===== config.mk =====
export PLATFORM = sky130hd
export DESIGN_NAME = memwb_stage
export DESIGN_NICKNAME = d
export VERILOG_FILES = /design/src/rtl/cpu_types_pkg.sv /design/src/rtl/pipe_skid_buf.sv /design/src/rtl/memwb_stage.sv
export SDC_FILE = /design/constraint.sdc
export NUM_CORES = 1
export LEC_CHECK = 0
export ABC_AREA = 1
export CAP_MARGIN = 20
export CORE_MARGIN = 2
export CORE_UTILIZATION = 35
export CTS_CLUSTER_SIZE = 14
export DETAILED_ROUTE_END_ITERATION = 10
export SKIP_LAST_GASP = 1
export SYNTH_ARGS = -nofsm -noshare
export SYNTH_HDL_FRONTEND = slang
export SYNTH_HIERARCHICAL = 1
export SYNTH_SLANG_ARGS = --single-unit
export TNS_END_PERCENT = 10

===== constraint.sdc =====
create_clock -name CLK -period 13.8 [get_ports CLK]
set_clock_uncertainty 0.15 [all_clocks]
set_input_delay 2.07 -clock CLK [delete_from_list [all_inputs] [get_ports CLK]]
set_output_delay 2.07 -clock CLK [all_outputs]
set_load 0.02 [all_outputs]

===== src/rtl/cpu_types_pkg.sv =====
// Shared CPU datapath types and writeback-source encodings.
package cpu_types_pkg;

  localparam int unsigned CPU_WORD_W    = 32;
  localparam int unsigned CPU_REGBITS_W = 5;

  typedef logic [CPU_WORD_W-1:0]    word_t;
  typedef logic [CPU_REGBITS_W-1:0] regbits_t;

  localparam logic [1:0] REGSRC_ALU = 2'b00;
  localparam logic [1:0] REGSRC_MEM = 2'b01;
  localparam logic [1:0] REGSRC_PC  = 2'b10;

  typedef struct packed {
    word_t      porto;
    word_t      dmemload;
    word_t      npc;
    regbits_t   wsel;
    logic [1:0] regsrc;
    logic       regen;
    logic       halt;
  } memwb_payload_t;

endpackage


===== src/rtl/pipe_skid_buf.sv =====
// Generic 2-entry skid buffer: main register M drives the output, skid register S sits behind it.
// in_ready depends only on registered state, so there is no out_ready -> in_ready path.
module pipe_skid_buf #(
  parameter int unsigned WIDTH = 32
) (
  input  logic             CLK,
  input  logic             RST,
  input  logic             flush,
  input  logic             in_valid,
  output logic             in_ready,
  input  logic [WIDTH-1:0] in_data,
  output logic             out_valid,
  input  logic             out_ready,
  output logic [WIDTH-1:0] out_data
);

  logic             m_valid_q, m_valid_d;
  logic             s_valid_q, s_valid_d;
  logic [WIDTH-1:0] m_data_q, m_data_d;
  logic [WIDTH-1:0] s_data_q, s_data_d;
  logic             accept;
  logic             m_free;

  assign in_ready  = ~s_valid_q;
  assign accept    = in_valid & ~s_valid_q;
  // M can take new contents when empty or when its current entry drains this cycle.
  assign m_free    = ~m_valid_q | out_ready;
  assign out_valid = m_valid_q;
  assign out_data  = m_data_q;

  always_comb begin
    m_valid_d = m_valid_q;
    s_valid_d = s_valid_q;
    m_data_d  = m_data_q;
    s_data_d  = s_data_q;
    if (flush) begin
      m_valid_d = 1'b0;
      s_valid_d = 1'b0;
    end else if (m_free && s_valid_q) begin
      m_valid_d = 1'b1;
      m_data_d  = s_data_q;
      s_valid_d = accept;
      if (accept) begin
        s_data_d = in_data;
      end
    end else if (m_free) begin
      m_valid_d = accept;
      if (accept) begin
        m_data_d = in_data;
      end
    end else if (accept) begin
      s_valid_d = 1'b1;
      s_data_d  = in_data;
    end
  end

  always_ff @(posedge CLK or posedge RST) begin
    if (RST) begin
      m_valid_q <= 1'b0;
      s_valid_q <= 1'b0;
      m_data_q  <= '0;
      s_data_q  <= '0;
    end else begin
      m_valid_q <= m_valid_d;
      s_valid_q <= s_valid_d;
      m_data_q  <= m_data_d;
      s_data_q  <= s_data_d;
    end
  end

endmodule


===== src/rtl/memwb_stage.sv =====
// MEM/WB pipeline register with valid/ready skid buffer, flush and $zero write masking.
// Define MEMWB_FWD_EN to add the combinational forwarding port (fwd_valid/fwd_wsel/fwd_data).
module memwb_stage
  import cpu_types_pkg::*;
#(
  parameter int unsigned WORD_W   = 32,
  parameter int unsigned REGSEL_W = 5,
  parameter int unsigned REGSRC_W = 2
) (
  input  logic                CLK,
  input  logic                RST,
  input  logic                flush,
  input  logic                in_valid,
  output logic                in_ready,
  input  logic [WORD_W-1:0]   porto,
  input  logic [WORD_W-1:0]   dmemload,
  input  logic [WORD_W-1:0]   npc,
  input  logic [REGSEL_W-1:0] wsel,
  input  logic                regen,
  input  logic [REGSRC_W-1:0] regsrc,
  input  logic                halt,
  output logic                out_valid,
  input  logic                out_ready,
  output logic [WORD_W-1:0]   porto_l,
  output logic [WORD_W-1:0]   dmemload_l,
  output logic [WORD_W-1:0]   npc_l,
  output logic [REGSEL_W-1:0] wsel_l,
  output logic [REGSRC_W-1:0] regsrc_l,
  output logic                regen_l,
  output logic                halt_l
`ifdef MEMWB_FWD_EN
  ,
  output logic                fwd_valid,
  output logic [REGSEL_W-1:0] fwd_wsel,
  output logic [WORD_W-1:0]   fwd_data
`endif
);

  localparam int unsigned PayloadW = 3 * WORD_W + REGSEL_W + REGSRC_W + 2;

  logic [PayloadW-1:0] in_payload;
  logic [PayloadW-1:0] out_payload;
  logic                m_regen;
  logic                m_halt;

  assign in_payload = {porto, dmemload, npc, wsel, regsrc, regen, halt};

  pipe_skid_buf #(
    .WIDTH(PayloadW)
  ) u_skid (
    .CLK      (CLK),
    .RST      (RST),
    .flush    (flush),
    .in_valid (in_valid),
    .in_ready (in_ready),
    .in_data  (in_payload),
    .out_valid(out_valid),
    .out_ready(out_ready),
    .out_data (out_payload)
  );

  assign {porto_l, dmemload_l, npc_l, wsel_l, regsrc_l, m_regen, m_halt} = out_payload;

  // Writes to $zero are suppressed here so WB never needs to special-case register 0.
  assign regen_l = m_regen & out_valid & (wsel_l != '0);
  assign halt_l  = m_halt & out_valid;

`ifdef MEMWB_FWD_EN
  assign fwd_valid = regen_l;
  assign fwd_wsel  = wsel_l;

  always_comb begin
    fwd_data = porto_l;
    if (regsrc_l == REGSRC_W'(REGSRC_MEM)) begin
      fwd_data = dmemload_l;
    end else if (regsrc_l == REGSRC_W'(REGSRC_PC)) begin
      fwd_data = npc_l;
    end
  end
`endif

endmodule


==> results.yml, run 1 <==
sta:
  finalCritPeriodShare_pct: 32.3
  fmax_mhz: 225
  finalMaxSlewViolations: 0
  rsz0062_at_grt: "no"
  hold_viol: 0
  finalSetupViolations: 0
  min_period_ps: 4450
  finalSetupTns_ps: 0
  tightest_slew_ps: 1050
  holdWs_ps: 324
  slew_headroom_pct: 30.0
route:
  wl_um: 23900
  route.detailed.drc: 0
  drtIter0Drc: 600
  drtPass1Iterations: 5
  ant_nets: 0
  num_vias: 7785
  wl_per_cell_um: 14.2
  viasPerCell: 4.62
global_route:
  grt_overflow_total: 0
  grt.total_usage_pct: 16.8
  grt_pass1_vias: 7584
  grt_pass1_wl_um: 39700
  grt_max_degree: 137
  antenna_found_initial: 1
yosys:
  syn_area_per_cell_um2: 8.35
  ys_warn_count: 6
  ys_seq_area_share_pct: 55.4
  syn_area_mm2: 0.00958
  ys_types: 19
  ys_seq_elements: 212
  syn_nets: 1257
  synth_cells: 1147
cells_and_area:
  final_core_util_pct: 46.7
  nets: 1438
  fill_cells: 2621
  area_growth_pct: 31.1
  final_common_cell: "nand2_1"
  regArea_mm2: 0.00531
  multi_input_area_mm2: 0.00340
  final_cell_mix: "425 x nand2_1, 216 x clkdlybuf4s50_1, 212 x dfrtp_1"
  drive_gt1_share_pct: 8.78
floorplan:
  num_io_pins: 217
  start_util_pct: 35.6
  die_x_um: 169
  die_h_um: 169
  core.rowCount: 60
  core_mm2: 0.0269
  die_area_mm2: 0.0287
clock_network:
  cts.clk_slew.worst_paths_ps: 60
  htree_levels: 1
  cts_tree: "yes"
  holdBufCountCts: 0
  clk_path_buf_depth: 3
  cts_resized: 0
  clock_latency_ps: 500
  cts_buffers: 24
  numClockSinks: 212
  root_buffer: "clkbuf_16"
  postCtsSetupBuffers: 0
power_and_ir_drop:
  p_per_area_mw_per_mm2: 146
  power_leakage_nw: 6.42
  ir_drop_mv: 0.0618
placement:
  gp_congestion: 0.770
  port_buffers: 216
  dp_hpwl_um: 14200
worst_setup_path:
  timing.reg2reg.setup_slack_ps: 10960
  crit_fanout: 109
  rr_worst_depth: 5
  critPathKind: "in2reg"
  arrival_ps: 4650
  critical_path_required_ps: 13990
  worstSetupEndpointType: "flop"
  crit_path_start_kind: "primary input"
hold_path:
  hold_depth: 2
  hp-class: "reg2reg"
run:
  maxCapViolations: 0
outcome:
  status: "finished clean"
flip-flops by register name, indices dropped and copies added (netlist names):
signal,cells
u_skid/out_data,105
u_skid/s_valid_q,1
u_skid/s_data_q,105
u_skid/out_valid,1
Yosys cell counts, drive strengths merged:
library cell    n  area share (%)
o21ai         105             5.5
dfrtp         212              55
clkbuf         21            0.95
nand2         429              17
or2           105             6.9
inv           115             4.5
nor2            8            0.55
buf            46             3.8
nand3         106             5.5
metrics by stage:
stage / total power, mW / instance area [µm²] / worst slack, ps / std cells
detailed placement: 1.22 / 11800 / 8770 / 1643
finish: 1.83 / 12600 / 9350 / 1686
global placement: 1.21 / 11800 / 8890 / 1643
global route: 1.94 / 12600 / 9110 / 1686
floorplan: 1.03 / 9580 / 5790 / 1147
CTS: 1.86 / 12600 / 9320 / 1685
layer usage:
layer / global-route usage (%) / vias to the layer above / wire length [µm]
met2: 26.7 / 250 / 10400
li1: - / 3876 / -
met4: 3.42 / 0 / 352
met3: 3.47 / 27 / 1670
met5: 0 / - / 0
met1: 24.0 / 3632 / 11500
worst max-delay path: stages:
cell	delay [ps]
clkdlybuf4s50_1	460
inv_1	40
nand2_2	130
nor2_2	70
nand2_4	700
buf_4	830
o21ai_0	190
power by group:
part,total [mW],internal [mW],switching (mW)
clock,0.625,0.376,0.249
sequential,0.822,0.752,0.0703
combinational,0.384,0.181,0.202
kinds of logic (layout without fill, tap and decap cells):
group | after synthesis | count (layout) | share of synthesized area (%)
simple gates | 648 | 648 | 29.8
flops | 212 | 212 | 55.4
buf+inv | 182 | 379 | 9.26
compound gates | 105 | 105 | 5.49
other cells | 0 | 1 | 0
path summary, 6_finish.rpt:
path	from	to
max	out_ready	u_skid/s_data_q[95]$_DFFE_PP0P_
min	u_skid/out_data[81]$_DFFE_PP0P_	u_skid/out_data[81]$_DFFE_PP0P_
max reg2reg	u_skid/out_valid$_DFFE_PP0P_	u_skid/s_data_q[95]$_DFFE_PP0P_
min reg2reg	u_skid/out_data[81]$_DFFE_PP0P_	u_skid/out_data[81]$_DFFE_PP0P_
max in group asynchronous	RST	u_skid/s_data_q[67]$_DFFE_PP0P_
min in group asynchronous	RST	u_skid/out_data[58]$_DFFE_PP0P_
layout make-up:
cell class                 instances  area share [%]
sequential                       212            42.2
multi-input combinational        753            27.1
timing repair buffer             222            17.6
clock buffer                      36            5.71
inverter                         115            3.50
tap                              341            3.40
clock inverter                     6           0.468
antenna                            1          0.0199
No activity file was read; power rests on OpenSTA's default activity.
==> inputs of run 2 (changes only) <==
clock period = 3.9 ns   (was 13.8 ns; I/O delays follow)
==> run 2 against run 1 <==
Die area did not move. Worst hold slack worse by 1.0 ps. Critical path depth decreased by 2. Register-to-register slack worse by 9100 ps. Highest routed layer is now met5.
==> results.yml, run 2 (synthesis gave the netlist of run 1 again) <==
outcome:
  status: "finished clean"
global_route:
  antenna_found_initial: 1
  grt_util_met2_pct: 27.3
  grt_pass1_vias: 7644
  globalRouteMet1Util_pct: 24.2
  grt.total_usage_pct: 17.2
  grt_max_degree: 106
  gr-usage-met3_pct: 4.08
  grt_overflow_total: 0
  grt_pass1_wl_um: 40200
  busiest_layer: "met2"
floorplan:
  core_mm2: 0.0269
  start_util_pct: 35.6
  die_h_um: 169
  die_area_mm2: 0.0287
  num_io_pins: 217
  die_x_um: 169
  core.rowCount: 60
worst_setup_path:
  critPathKind: "reg2out"
  crit_path_start_kind: "flop"
  critical_path_required_ps: 3160
  arrival_ps: 1770
  slowest_delay_ps: 520
  startpoint: "u_skid/out_data[8]$_DFFE_PP0P_"
  worstSetupEndpointType: "primary output"
  crit_fanout: 3
  critPathSlowestCell: "clkdlybuf4s50_1"
  worstPathCellList: "nor2_1 -> nand3_1 -> nand2_1 -> inv_1 -> clkdlybuf4s50_1"
  reg2reg_from: "u_skid/out_valid$_DFFE_PP0P_"
route:
  ant_nets: 0
  drtIter0Drc: 646
  wl_um: 24700
  viasPerCell: 4.63
  drtPass1Iterations: 5
  route.detailed.drc: 0
  num_vias: 7863
  wl_per_cell_um: 14.6
sta:
  finalSetupTns_ps: 0
  hold_viol: 0
  finalSetupViolations: 0
  fmax_mhz: 400
  layout_setup_ws_ps: 1400
  min_period_ps: 2500
  slew_headroom_pct: 32.3
  tightest_slew_ps: 1020
  finalCritPeriodShare_pct: 64.1
  rsz0062_at_grt: "no"
  finalMaxSlewViolations: 0
clock_network:
  cts.clk_slew.worst_paths_ps: 60
  htree_levels: 1
  clk_path_buf_depth: 3
  numClockSinks: 212
  postCtsSetupBuffers: 0
  holdBufCountCts: 0
  cts_resized: 0
  clock_latency_ps: 510
  cts_tree: "yes"
  root_buffer: "clkbuf_16"
  cts_buffers: 25
cells_and_area:
  final_cell_area_mm2: 0.0128
  antenna_cells: 0
  nets: 1449
  final_common_cell: "nand2_1"
  drive_gt1_share_pct: 9.87
  final_core_util_pct: 47.7
  final_cell_mix: "425 x nand2_1, 216 x clkdlybuf4s50_1, 212 x dfrtp_1"
  area_growth_pct: 33.8
run:
  maxCapViolations: 0
power_and_ir_drop:
  p_per_area_mw_per_mm2: 524
  ir_drop_mv: 0.277
  sequentialPowerShare_pct: 43.4
  switchingPower_mw: 1.88
  pwr-share-comb_pct: 20.5
  p_int_mw: 4.84
  power_leakage_nw: 6.55
  p_sw_share_pct: 28.0
  pwr-share-clk_pct: 36.2
  finalPower_mw: 6.72
placement:
  dpl_cell_area_mm2: 0.0119
  place_ws_ps: 1160
  gp_congestion: 0.780
  port_buffers: 216
  dp_hpwl_um: 15300
hold_path:
  worstHoldStart: "u_skid/s_data_q[81]$_DFFE_PP0P_"
  hp-class: "reg2reg"
==> run 2: area by class of cell <==
class                           instances  area (µm²)
Fill cell                            2548       14100
Timing Repair Buffer                  232        2370
Tap cell                              341         427
Inverter                              115         435
Clock inverter                          9         124
Sequential cell                       212        5310
Multi-Input combinational cell        753        3400
Clock buffer                           36         747
==> run 2: metrics by stage <==
stage / cells / hold slack, ps
floorplan: 1147 / 295
global placement: 1653 / 308
detailed placement: 1653 / 315
CTS: 1698 / 330
global route: 1698 / 344
finish: 1698 / 323
==> run 2: power by group through the flow <==
stage / logic, mW / clock network [mW] / registers [mW]
floorplan: 0.544 / 0 / 3.11
global placement: 1.37 / 0 / 2.93
CTS: 1.40 / 2.50 / 2.91
finish: 1.37 / 2.43 / 2.91
detailed placement: 1.39 / 0 / 2.94
global route: 1.53 / 2.59 / 2.97
==> run 2: final timing paths <==
kind,to,slack [ps],depth (start not counted)
max,regen_l,1400,5
min,u_skid/s_data_q[81]$_DFFE_PP0P_,320,2
max reg2reg,u_skid/out_data[71]$_DFFE_PP0P_,1840,6
min reg2reg,u_skid/s_data_q[81]$_DFFE_PP0P_,320,2
max in group asynchronous,u_skid/out_data[31]$_DFFE_PP0P_,2420,3
min in group asynchronous,u_skid/s_data_q[78]$_DFFE_PP0P_,440,2
==> run 2: critical path: cells and delay by family, from the launching register on <==
family	cells	cell delay (ps)
buffers and inverters	2	560
DFF	1	410
and+or+nand+nor	3	280
==> run 2: metal layers <==
| metal | vias to the layer above | share of wire (%) |
|---|---|---|
| li1 | 3899 | - |
| met1 | 3702 | 47 |
| met5 | - | 0.036 |
| met2 | 228 | 45 |
| met3 | 32 | 6.6 |
| met4 | 2 | 1.5 |
==> inputs of run 3 (changes only) <==
clock period = 2.1 ns   (was 3.9 ns; I/O delays follow)
==> run 3 against run 2 <==
The run now ends with negative setup slack left. Setup slack got worse by 1400 ps. Utilization up 0.43 points. Die area unchanged. Count of clock-buffer cells in the layout increased by 3. Largest cell class unchanged.
==> results.yml, run 3 (synthesis gave the netlist of run 1 again) <==
worst_setup_path:
  worstSetupEndpointType: "primary output"
  arrival_ps: 1670
  critPathKind: "reg2out"
  critical_path_required_ps: 1630
  crit_path_start_kind: "flop"
  crit_fanout: 4
cells_and_area:
  final_common_cell: "nand2_1"
  area_growth_pct: 35.0
  fill_cells: 2594
  final_core_util_pct: 48.1
  nets: 1460
  antenna_cells: 0
  regArea_mm2: 0.00531
  multi_input_area_mm2: 0.00340
  final_cell_mix: "425 x nand2_1, 214 x clkdlybuf4s50_1, 212 x dfrtp_1"
  drive_gt1_share_pct: 10.2
floorplan:
  start_util_pct: 35.6
  core_mm2: 0.0269
  num_io_pins: 217
  die_area_mm2: 0.0287
  die_h_um: 169
  core.rowCount: 60
  die_x_um: 169
run:
  maxCapViolations: 0
clock_network:
  cts.clk_slew.worst_paths_ps: 60
  clk_path_buf_depth: 3
  root_buffer: "clkbuf_16"
  numClockSinks: 212
  cts_tree: "yes"
  clock_latency_ps: 510
  htree_levels: 1
  cts_buffers: 25
placement:
  place_ws_ps: 90.2
  port_buffers: 216
  dp_hpwl_um: 16000
  gp_congestion: 0.777
sta:
  tightest_slew_ps: 439
  finalCritPeriodShare_pct: 102
  min_period_ps: 2130
  fmax_mhz: 469
  slew_headroom_pct: 70.7
  finalMaxSlewViolations: 0
  layout_setup_ws_ps: -31.9
  hold_viol: 0
  holdWs_ps: 230
  rsz0062_at_grt: "yes"
  finalSetupViolations: 1
global_route:
  grt_overflow_total: 0
  grt_pass1_vias: 7750
  grt.total_usage_pct: 17.6
  grt_pass1_wl_um: 41000
  antenna_found_initial: 0
  grt_max_degree: 83
power_and_ir_drop:
  pwr-share-clk_pct: 34.7
  pwr-share-comb_pct: 21.2
  p_per_area_mw_per_mm2: 948
  switchingPower_mw: 3.47
  ir_drop_mv: 0.434
  p_sw_share_pct: 28.3
  finalPower_mw: 12.3
  power_leakage_nw: 6.61
  p_int_mw: 8.79
  sequentialPowerShare_pct: 44.1
route:
  route.detailed.drc: 0
  num_vias: 7842
  drtPass1Iterations: 5
  ant_nets: 0
  drtIter0Drc: 464
  viasPerCell: 4.60
  route.met3.wl_um: 1460
  wl_met2_um: 11100
  wl_per_cell_um: 14.7
  met1_length_um: 12100
  wl_um: 25100
  top_layer_used: "met4"
outcome:
  violations: "negative setup slack"
  status: "complete, but fails checks"
hold_path:
  hp-class: "in2reg"
-- run 3: path summary, 6_finish.rpt --
| check | startpoint | to | slack [ps] | depth (start not counted) |
|---|---|---|---|---|
| max | u_skid/out_valid$_DFFE_PP0P_ | halt_l | -30 | 3 |
| max in group asynchronous | RST | u_skid/s_data_q[40]$_DFFE_PP0P_ | 1130 | 3 |
| min reg2reg | u_skid/out_data[13]$_DFFE_PP0P_ | u_skid/out_data[13]$_DFFE_PP0P_ | 320 | 2 |
| min | porto[4] | u_skid/s_data_q[77]$_DFFE_PP0P_ | 230 | 3 |
| min in group asynchronous | RST | u_skid/out_data[80]$_DFFE_PP0P_ | 290 | 3 |
| max reg2reg | u_skid/out_valid$_DFFE_PP0P_ | u_skid/s_data_q[25]$_DFFE_PP0P_ | 490 | 6 |
-- run 3: final cells by class --
type	instances	share of cell area (%)
clock buffers	39	5.94
clock inverters	2	0.271
inverters	115	3.37
multi-input cells	753	26.3
flip-flops and latches	212	41.0
well taps	341	3.30
repair buffers	243	19.8
-- run 3: worst max-delay path, stage by stage, from the launching register on --
cell             delay (ps)
dfrtp_1                 410
nand2_1                  70
inv_1                    70
clkdlybuf4s50_1         600
-- run 3: routing by layer --
layer | vias to the layer above | GRT usage [%]
li1 | 3919 | -
met1 | 3676 | 25.9
met2 | 216 | 26.8
met3 | 31 | 3.59
met4 | 0 | 3.57
met5 | - | 0
-- run 3: power groups by stage --
stage	combinational [mW]	clock [mW]	sequential [mW]
3_5_place_dp	2.64	0	5.46
4_1_cts	2.64	4.37	5.40
6_report	2.60	4.25	5.41
5_1_grt	2.89	4.55	5.51
2_1_floorplan	1.01	0	5.77
3_3_place_gp	2.58	0	5.45
-- run 3: stage by stage --
step,TNS [ps],instances,area [µm²]
floorplan,-237690,1147,9580
global placement,0,1664,12100
detailed placement,0,1664,12100
CTS,-200,1705,12900
global route,-104,1705,12900
finish,-31.9,1705,12900
-- run 3: what timing repair did --
action	CTS	global route
endpoints found under the hold margin	0	0
buffers inserted	0	0
hold buffers	0	0
setup endpoints to repair	3	4
resized for setup	1	1
